$ cat config.mk
export PLATFORM = sky130hd
export DESIGN_NAME = regfile_decoded_flat
export DESIGN_NICKNAME = d
export VERILOG_FILES = /design/src/rtl/regfile_pkg.sv /design/src/rtl/regfile_decoded_if.sv /design/src/rtl/regfile_decoded_decoder_n.sv /design/src/rtl/regfile_decoded.sv /design/src/flat_wrapper.sv
export SDC_FILE = /design/constraint.sdc
export NUM_CORES = 2
export LEC_CHECK = 0
export ABC_CLOCK_PERIOD_IN_PS = 2610
export BUFFER_PORTS_ARGS = -buffer_cell sky130_fd_sc_hd__buf_4
export CORE_UTILIZATION = 60
export DETAILED_ROUTE_END_ITERATION = 7
export HOLD_SLACK_MARGIN = 0.1
export PLACE_DENSITY = 0.77
export SLEW_MARGIN = 20
export SYNTH_ARGS = -nofsm -noshare
export SYNTH_HDL_FRONTEND = slang
export SYNTH_SLANG_ARGS = --single-unit
$ cat constraint.sdc
create_clock -name clk -period 2.61 [get_ports clk]
set_input_delay 0.261 -clock clk [delete_from_list [all_inputs] [get_ports clk]]
set_output_delay 0.261 -clock clk [all_outputs]
set_load 0.01 [all_outputs]
$ cat src/rtl/regfile_pkg.sv
// Shared constants for the decoded register file: default widths, register-count
// derivation and the hardwired-zero register index.
package regfile_pkg;

  localparam int XLEN_DEF   = 32;
  localparam int ADDR_W_DEF = 5;
  localparam int ZERO_IDX   = 0;

  function automatic int nreg(input int addr_w);
    return 32'sd1 << addr_w;
  endfunction

endpackage

$ cat src/rtl/regfile_decoded_if.sv
// Writeback/decode-side bus of the register file: write port, two read ports
// and the registered write trace.
interface regfile_decoded_if
  import regfile_pkg::*;
#(
  parameter int XLEN   = XLEN_DEF,
  parameter int ADDR_W = ADDR_W_DEF
);

  localparam int NREG = nreg(ADDR_W);

  logic              we;
  logic [ADDR_W-1:0] waddr;
  logic [XLEN-1:0]   wdata;
  logic [ADDR_W-1:0] raddr1;
  logic [ADDR_W-1:0] raddr2;
  logic [XLEN-1:0]   rdata1;
  logic [XLEN-1:0]   rdata2;
  logic [NREG-1:0]   wr_onehot;
  logic              wr_valid;

  modport master (
    output we, waddr, wdata, raddr1, raddr2,
    input  rdata1, rdata2, wr_onehot, wr_valid
  );

  modport slave (
    input  we, waddr, wdata, raddr1, raddr2,
    output rdata1, rdata2, wr_onehot, wr_valid
  );

endinterface

$ cat src/rtl/regfile_decoded_decoder_n.sv
// Generic N-to-2^N one-hot decoder with enable; all outputs low when disabled.
module decoder_n #(
  parameter int N_IN = 5
) (
  input  logic [N_IN-1:0]      in,
  input  logic                 en,
  output logic [(2**N_IN)-1:0] out
);

  // One output bit per index, set only when enabled and selected
  always_comb begin
    out = '0;
    for (int i = 0; i < (2**N_IN); i++) begin
      if (en && (in == N_IN'(i))) begin
        out[i] = 1'b1;
      end else begin
        out[i] = 1'b0;
      end
    end
  end

endmodule

$ cat src/rtl/regfile_decoded.sv
// Parametrised RISC-V integer register file: one write port, two combinational
// read ports, registered write trace. Define REGFILE_BYPASS_EN for write-first forwarding.
module regfile_decoded
  import regfile_pkg::*;
#(
  parameter int XLEN     = XLEN_DEF,
  parameter int ADDR_W   = ADDR_W_DEF,
  parameter int ZERO_REG = 1
) (
  input  logic             clk,
  input  logic             rst_n,
  regfile_decoded_if.slave bus
);

  localparam int NREG = nreg(ADDR_W);

  logic [NREG-1:0] dec_s;
  logic [NREG-1:0] mdec_s;
  logic [XLEN-1:0] regs_r [NREG];
  logic [NREG-1:0] wr_onehot_r;
  logic            wr_valid_r;
  logic [XLEN-1:0] rd1_s;
  logic [XLEN-1:0] rd2_s;
  logic            zero_rd1_s;
  logic            zero_rd2_s;

  decoder_n #(.N_IN(ADDR_W)) u_dec (
    .in  (bus.waddr),
    .en  (bus.we),
    .out (dec_s)
  );

  // Suppress the write strobe of the hardwired-zero register
  always_comb begin
    mdec_s = dec_s;
    if (ZERO_REG != 0) begin
      mdec_s[ZERO_IDX] = 1'b0;
    end else begin
      mdec_s = dec_s;
    end
  end

  // Register storage: commit WDATA into the single strobed entry
  always_ff @(posedge clk or negedge rst_n) begin
    if (!rst_n) begin
      for (int i = 0; i < NREG; i++) begin
        regs_r[i] <= '0;
      end
    end else begin
      for (int i = 0; i < NREG; i++) begin
        if (mdec_s[i]) begin
          regs_r[i] <= bus.wdata;
        end
      end
    end
  end

  // Write trace: one-hot and valid of the write committed on this edge
  always_ff @(posedge clk or negedge rst_n) begin
    if (!rst_n) begin
      wr_onehot_r <= '0;
      wr_valid_r  <= 1'b0;
    end else begin
      wr_onehot_r <= mdec_s;
      wr_valid_r  <= |mdec_s;
    end
  end

  assign zero_rd1_s = (ZERO_REG != 0) && (bus.raddr1 == ADDR_W'(ZERO_IDX));
  assign zero_rd2_s = (ZERO_REG != 0) && (bus.raddr2 == ADDR_W'(ZERO_IDX));

  // Read muxes; the masked strobe already excludes index 0 from forwarding
  always_comb begin
    rd1_s = '0;
    rd2_s = '0;
    if (zero_rd1_s) begin
      rd1_s = '0;
`ifdef REGFILE_BYPASS_EN
    end else if (mdec_s[bus.raddr1]) begin
      rd1_s = bus.wdata;
`endif
    end else begin
      rd1_s = regs_r[bus.raddr1];
    end
    if (zero_rd2_s) begin
      rd2_s = '0;
`ifdef REGFILE_BYPASS_EN
    end else if (mdec_s[bus.raddr2]) begin
      rd2_s = bus.wdata;
`endif
    end else begin
      rd2_s = regs_r[bus.raddr2];
    end
  end

  assign bus.rdata1    = rd1_s;
  assign bus.rdata2    = rd2_s;
  assign bus.wr_onehot = wr_onehot_r;
  assign bus.wr_valid  = wr_valid_r;

endmodule

$ cat src/flat_wrapper.sv
// flat-port wrapper written by rule: the top's interface ports become plain ports
module regfile_decoded_flat import regfile_pkg::*;
#(
  parameter int XLEN     = XLEN_DEF,
  parameter int ADDR_W   = ADDR_W_DEF,
  parameter int ZERO_REG = 1
)
  (clk, rst_n, bus_we, bus_waddr, bus_wdata, bus_raddr1, bus_raddr2, bus_rdata1, bus_rdata2, bus_wr_onehot, bus_wr_valid);
  regfile_decoded_if #(.XLEN(XLEN), .ADDR_W(ADDR_W)) bus_i ();
  input  logic clk;
  input  logic rst_n;
  input wire logic [$bits(bus_i.we)-1:0] bus_we;
  input wire logic [$bits(bus_i.waddr)-1:0] bus_waddr;
  input wire logic [$bits(bus_i.wdata)-1:0] bus_wdata;
  input wire logic [$bits(bus_i.raddr1)-1:0] bus_raddr1;
  input wire logic [$bits(bus_i.raddr2)-1:0] bus_raddr2;
  output wire logic [$bits(bus_i.rdata1)-1:0] bus_rdata1;
  output wire logic [$bits(bus_i.rdata2)-1:0] bus_rdata2;
  output wire logic [$bits(bus_i.wr_onehot)-1:0] bus_wr_onehot;
  output wire logic [$bits(bus_i.wr_valid)-1:0] bus_wr_valid;
  assign bus_i.we = bus_we;
  assign bus_i.waddr = bus_waddr;
  assign bus_i.wdata = bus_wdata;
  assign bus_i.raddr1 = bus_raddr1;
  assign bus_i.raddr2 = bus_raddr2;
  assign bus_rdata1 = bus_i.rdata1;
  assign bus_rdata2 = bus_i.rdata2;
  assign bus_wr_onehot = bus_i.wr_onehot;
  assign bus_wr_valid = bus_i.wr_valid;
  regfile_decoded #(.XLEN(XLEN), .ADDR_W(ADDR_W), .ZERO_REG(ZERO_REG)) u_core (.clk(clk), .rst_n(rst_n), .bus(bus_i));
endmodule
==> summary.md <==
| Metric | Value |
|---|---|
| Fin crit share | `100%` |
| Crit end category | `output pin` |
| Fmax | `0.383 GHz` |
| 1st-iter DRT viols | `3854` |
| DIE WIDTH | `303 um` |
| Yosys warns | `0` |
| Cell Count, Final, Fillers Out | `5479` |
| Leak Pwr | `0.0286 uW` |
| Endpoints failing hold | `0` |
| Initial Util | `61.0%` |
| Hpwl dp | `100000 um` |
| First-pass DRT Iterations | `6` |
| Clock Tree Buf Depth | `3` |
| Vias | `38300` |
| Clock sinks | `1024` |
| Die Footprint | `91600 um^2` |
| Cells after DPL | `5226` |
| Routed Antenna Nets | `0` |
| Largest area contributor in the netlist | `dfrtp_1` |
| Cells along the critical path | `mux4_2 -> nor2b_1 -> a211oi_2 -> nor4_1 -> buf_4 -> buf_4` |
| Vias in the first global route | `39800` |
| Register bit total from synthesis | `1024` |
| # Max-Cap Violations | `0` |
| Most frequent cells in the layout | `dfrtp_1, mux2_2, mux2i_1` |
| Top delay family on crit path | `multiplexers` |
| Critical Path RT | `2350 ps` |
| Share of flip-flops with an asynchronous set or reset | `100%` |
| Core ar. | `88900 um^2` |
| Crit path max-delay cell type | `mux4_2` |
| Cell Area, Synth | `54200 um^2` |
| Maximum fanout along the worst path | `3` |
| Power Density | `755 nW/um^2` |
| Primary FF master, synth | `dfrtp_1` |
| Port Buffers | `145` |
| GRT overflow | `0` |
| Antenna violations before repair | `4` |
| Crit path buffers/inverters | `2` |
| Status | `complete, no violations` |
| Top Ports | `147` |
| Clk pin slew, worst setup/hold paths | `60 ps` |
| Cell mode on critical path | `buf_4` |
| Unique masters post-synth | `38` |
| Layout area overhead | `16.4%` |
| Number of nets in the layout | `4270` |
| Setup Skew | `0 ps` |
| Cells after Synth | `4112` |
| Fin. max-slew vios | `0` |
| Total wire length | `163000 um` |
| Setup Crit Path Kind | `flip-flop to output pin` |
| Leading cell type in the layout, fill and taps excluded | `dfrtp_1` |
| Register area share after synthesis | `47.2%` |
| Critical Path Max Stage Delay | `460 ps` |
| CTS tree | `done` |
| GR Util All Layers | `36.0%` |
| CP arrival | `2350 ps` |
| Endpoints failing setup | `0` |
| Maximum vdd drop | `0.610 mV` |
| # DRC | `0` |
| Hold Crit Class | `input port to flip-flop` |
| Synth top area cells | `dfrtp_1, mux2_2, mux2i_1` |
| CTS root buffer | `clkbuf_16` |
| Worst Tran Pin Value | `890 ps` |
| Post-route setup TNS | `0 ps` |
| First-pass GRT wire length | `247000 um` |
| Fin crit period | `2610 ps` |
| RSZ-0062 raised after global routing | `yes` |
| Cell Rows | `109` |
| Synth Area per Inst | `13.2 um^2` |
| Die extent in y | `303 um` |
| Worst skew pair latency | `690 ps` |
| Startpoint Class | `flip-flop` |
| Share of layout cells above drive strength 1 | `43.4%` |
| H-Tree Depth | `3` |
| RD Place Congestion | `0.870` |
| Routed len/inst | `29.8 um` |
| Via-per-instance ratio | `6.99` |
| Yosys top cell area share | `47.2%` |
| Max_slew headroom | `40.5%` |
| Fillers | `5924` |
| Net Count, Synth | `4162` |
| CTS Buf Count | `109` |
| Largest net degree at the start of global routing | `94` |
| Post-synth EDFFs | `0` |
## worst min-delay path, cell delays in order
cell     delay, ps
buf_4          110
nor2b_1         70
and2_1         200
nor2b_4        170
## path summary, 6_finish.rpt
| path | slack [ps] | end | startpoint | cells past startpoint |
|---|---|---|---|---|
| max | 0.5 | bus_rdata2[16] | u_core.regs_r[592] | 6 |
| min | 170 | u_core.bus.wr_onehot[13] | bus_waddr[1] | 4 |
| max reg2reg | 1700 | u_core.regs_r[518] | u_core.regs_r[518] | 2 |
| min reg2reg | 510 | u_core.regs_r[126] | u_core.regs_r[126] | 1 |
| max in group asynchronous | 410 | u_core.regs_r[535] | rst_n | 4 |
| min in group asynchronous | 600 | u_core.regs_r[663] | rst_n | 3 |
## per-stage QoR
| step | cell area (um^2) | util, % | power [uW] | hold WS, ps | setup WS [ps] |
|---|---|---|---|---|---|
| 5_1_grt | 63100 | 71.0 | 49500 | 182 | -57.7 |
| 6_report | 63100 | 71.0 | 47700 | 175 | 0.518 |
| 2_1_floorplan | 54200 | - | 27500 | -34.6 | 667 |
| 3_3_place_gp | 58000 | 65.2 | 30100 | 230 | -85.7 |
| 4_1_cts | 62800 | 70.6 | 47500 | 140 | -31.6 |
| 3_5_place_dp | 58000 | 65.2 | 30600 | 225 | -172 |
## synth_stat cells, drive strengths merged, types with 5 or more instances
| master | count |
|---|---|
| a211oi | 34 |
| a21oi | 32 |
| a221o | 63 |
| a22o | 31 |
| a22oi | 64 |
| a31oi | 31 |
| buf | 219 |
| clkbuf | 221 |
| dfrtp | 1024 |
| inv | 12 |
| mux2 | 1056 |
| mux2i | 638 |
| mux4 | 129 |
| nand2 | 17 |
| nand2b | 10 |
| nor2 | 17 |
| nor2b | 44 |
| nor3 | 160 |
| nor4 | 33 |
| o22ai | 256 |
| or2 | 5 |
## power by group
part	total, uW	internal [uW]	leakage, uW	switching [uW]
Sequential	21300	18900	0.0131	2380
Combinational	9750	5430	0.0135	4320
Clock	16600	9960	0.00193	6660
## metal layers
| metal | vias to the layer above | track usage, % | wire length (um) |
|---|---|---|---|
| met4 | 4 | 17.0 | 7660 |
| met1 | 20000 | 48.7 | 65700 |
| met5 | - | 0 | 32 |
| li1 | 15800 | - | - |
| met2 | 1978 | 56.5 | 76500 |
| met3 | 501 | 6.82 | 13500 |
## sequential cells by signal (all words and copies together), names as in the netlist
register	count
u_core.bus.wr_onehot	31
u_core.bus.wr_valid	1
u_core.regs_r	992
## cell type report
cell class	instances	area, um^2	area share, %
well taps	1165	1460	2.31
clock buffers	164	3280	5.19
multi-input cells	2636	27500	43.5
repair buffers	437	4650	7.37
diodes	1	2.50	0.00396
inverters	12	45.0	0.0714
flip-flops and latches	1024	25600	40.6
clock inverters	40	599	0.949
## cell families after synthesis
kind of cell           count (synthesis)  share of synthesized area, %
multiplexers                        1823                          39.1
other                                  1                       0.00691
buffers and inverters                452                          4.01
flip-flops                          1024                          47.2
AO/OA/AOI/OAI                        513                          6.65
AND/OR/NAND/NOR                      299                          3.03
## timing repair
| item | 4_1_cts | 5_1_grt |
|---|---|---|
| pin swaps | 8 | 27 |
| hold endpoints to repair | 1653 | 0 |
| endpoints found under the setup margin | 45 | 48 |
| hold buffers | 44 | 0 |
| gates resized for setup | 76 | 54 |
| setup buffers | 5 | 2 |
Power figures use the tool's default switching activity.
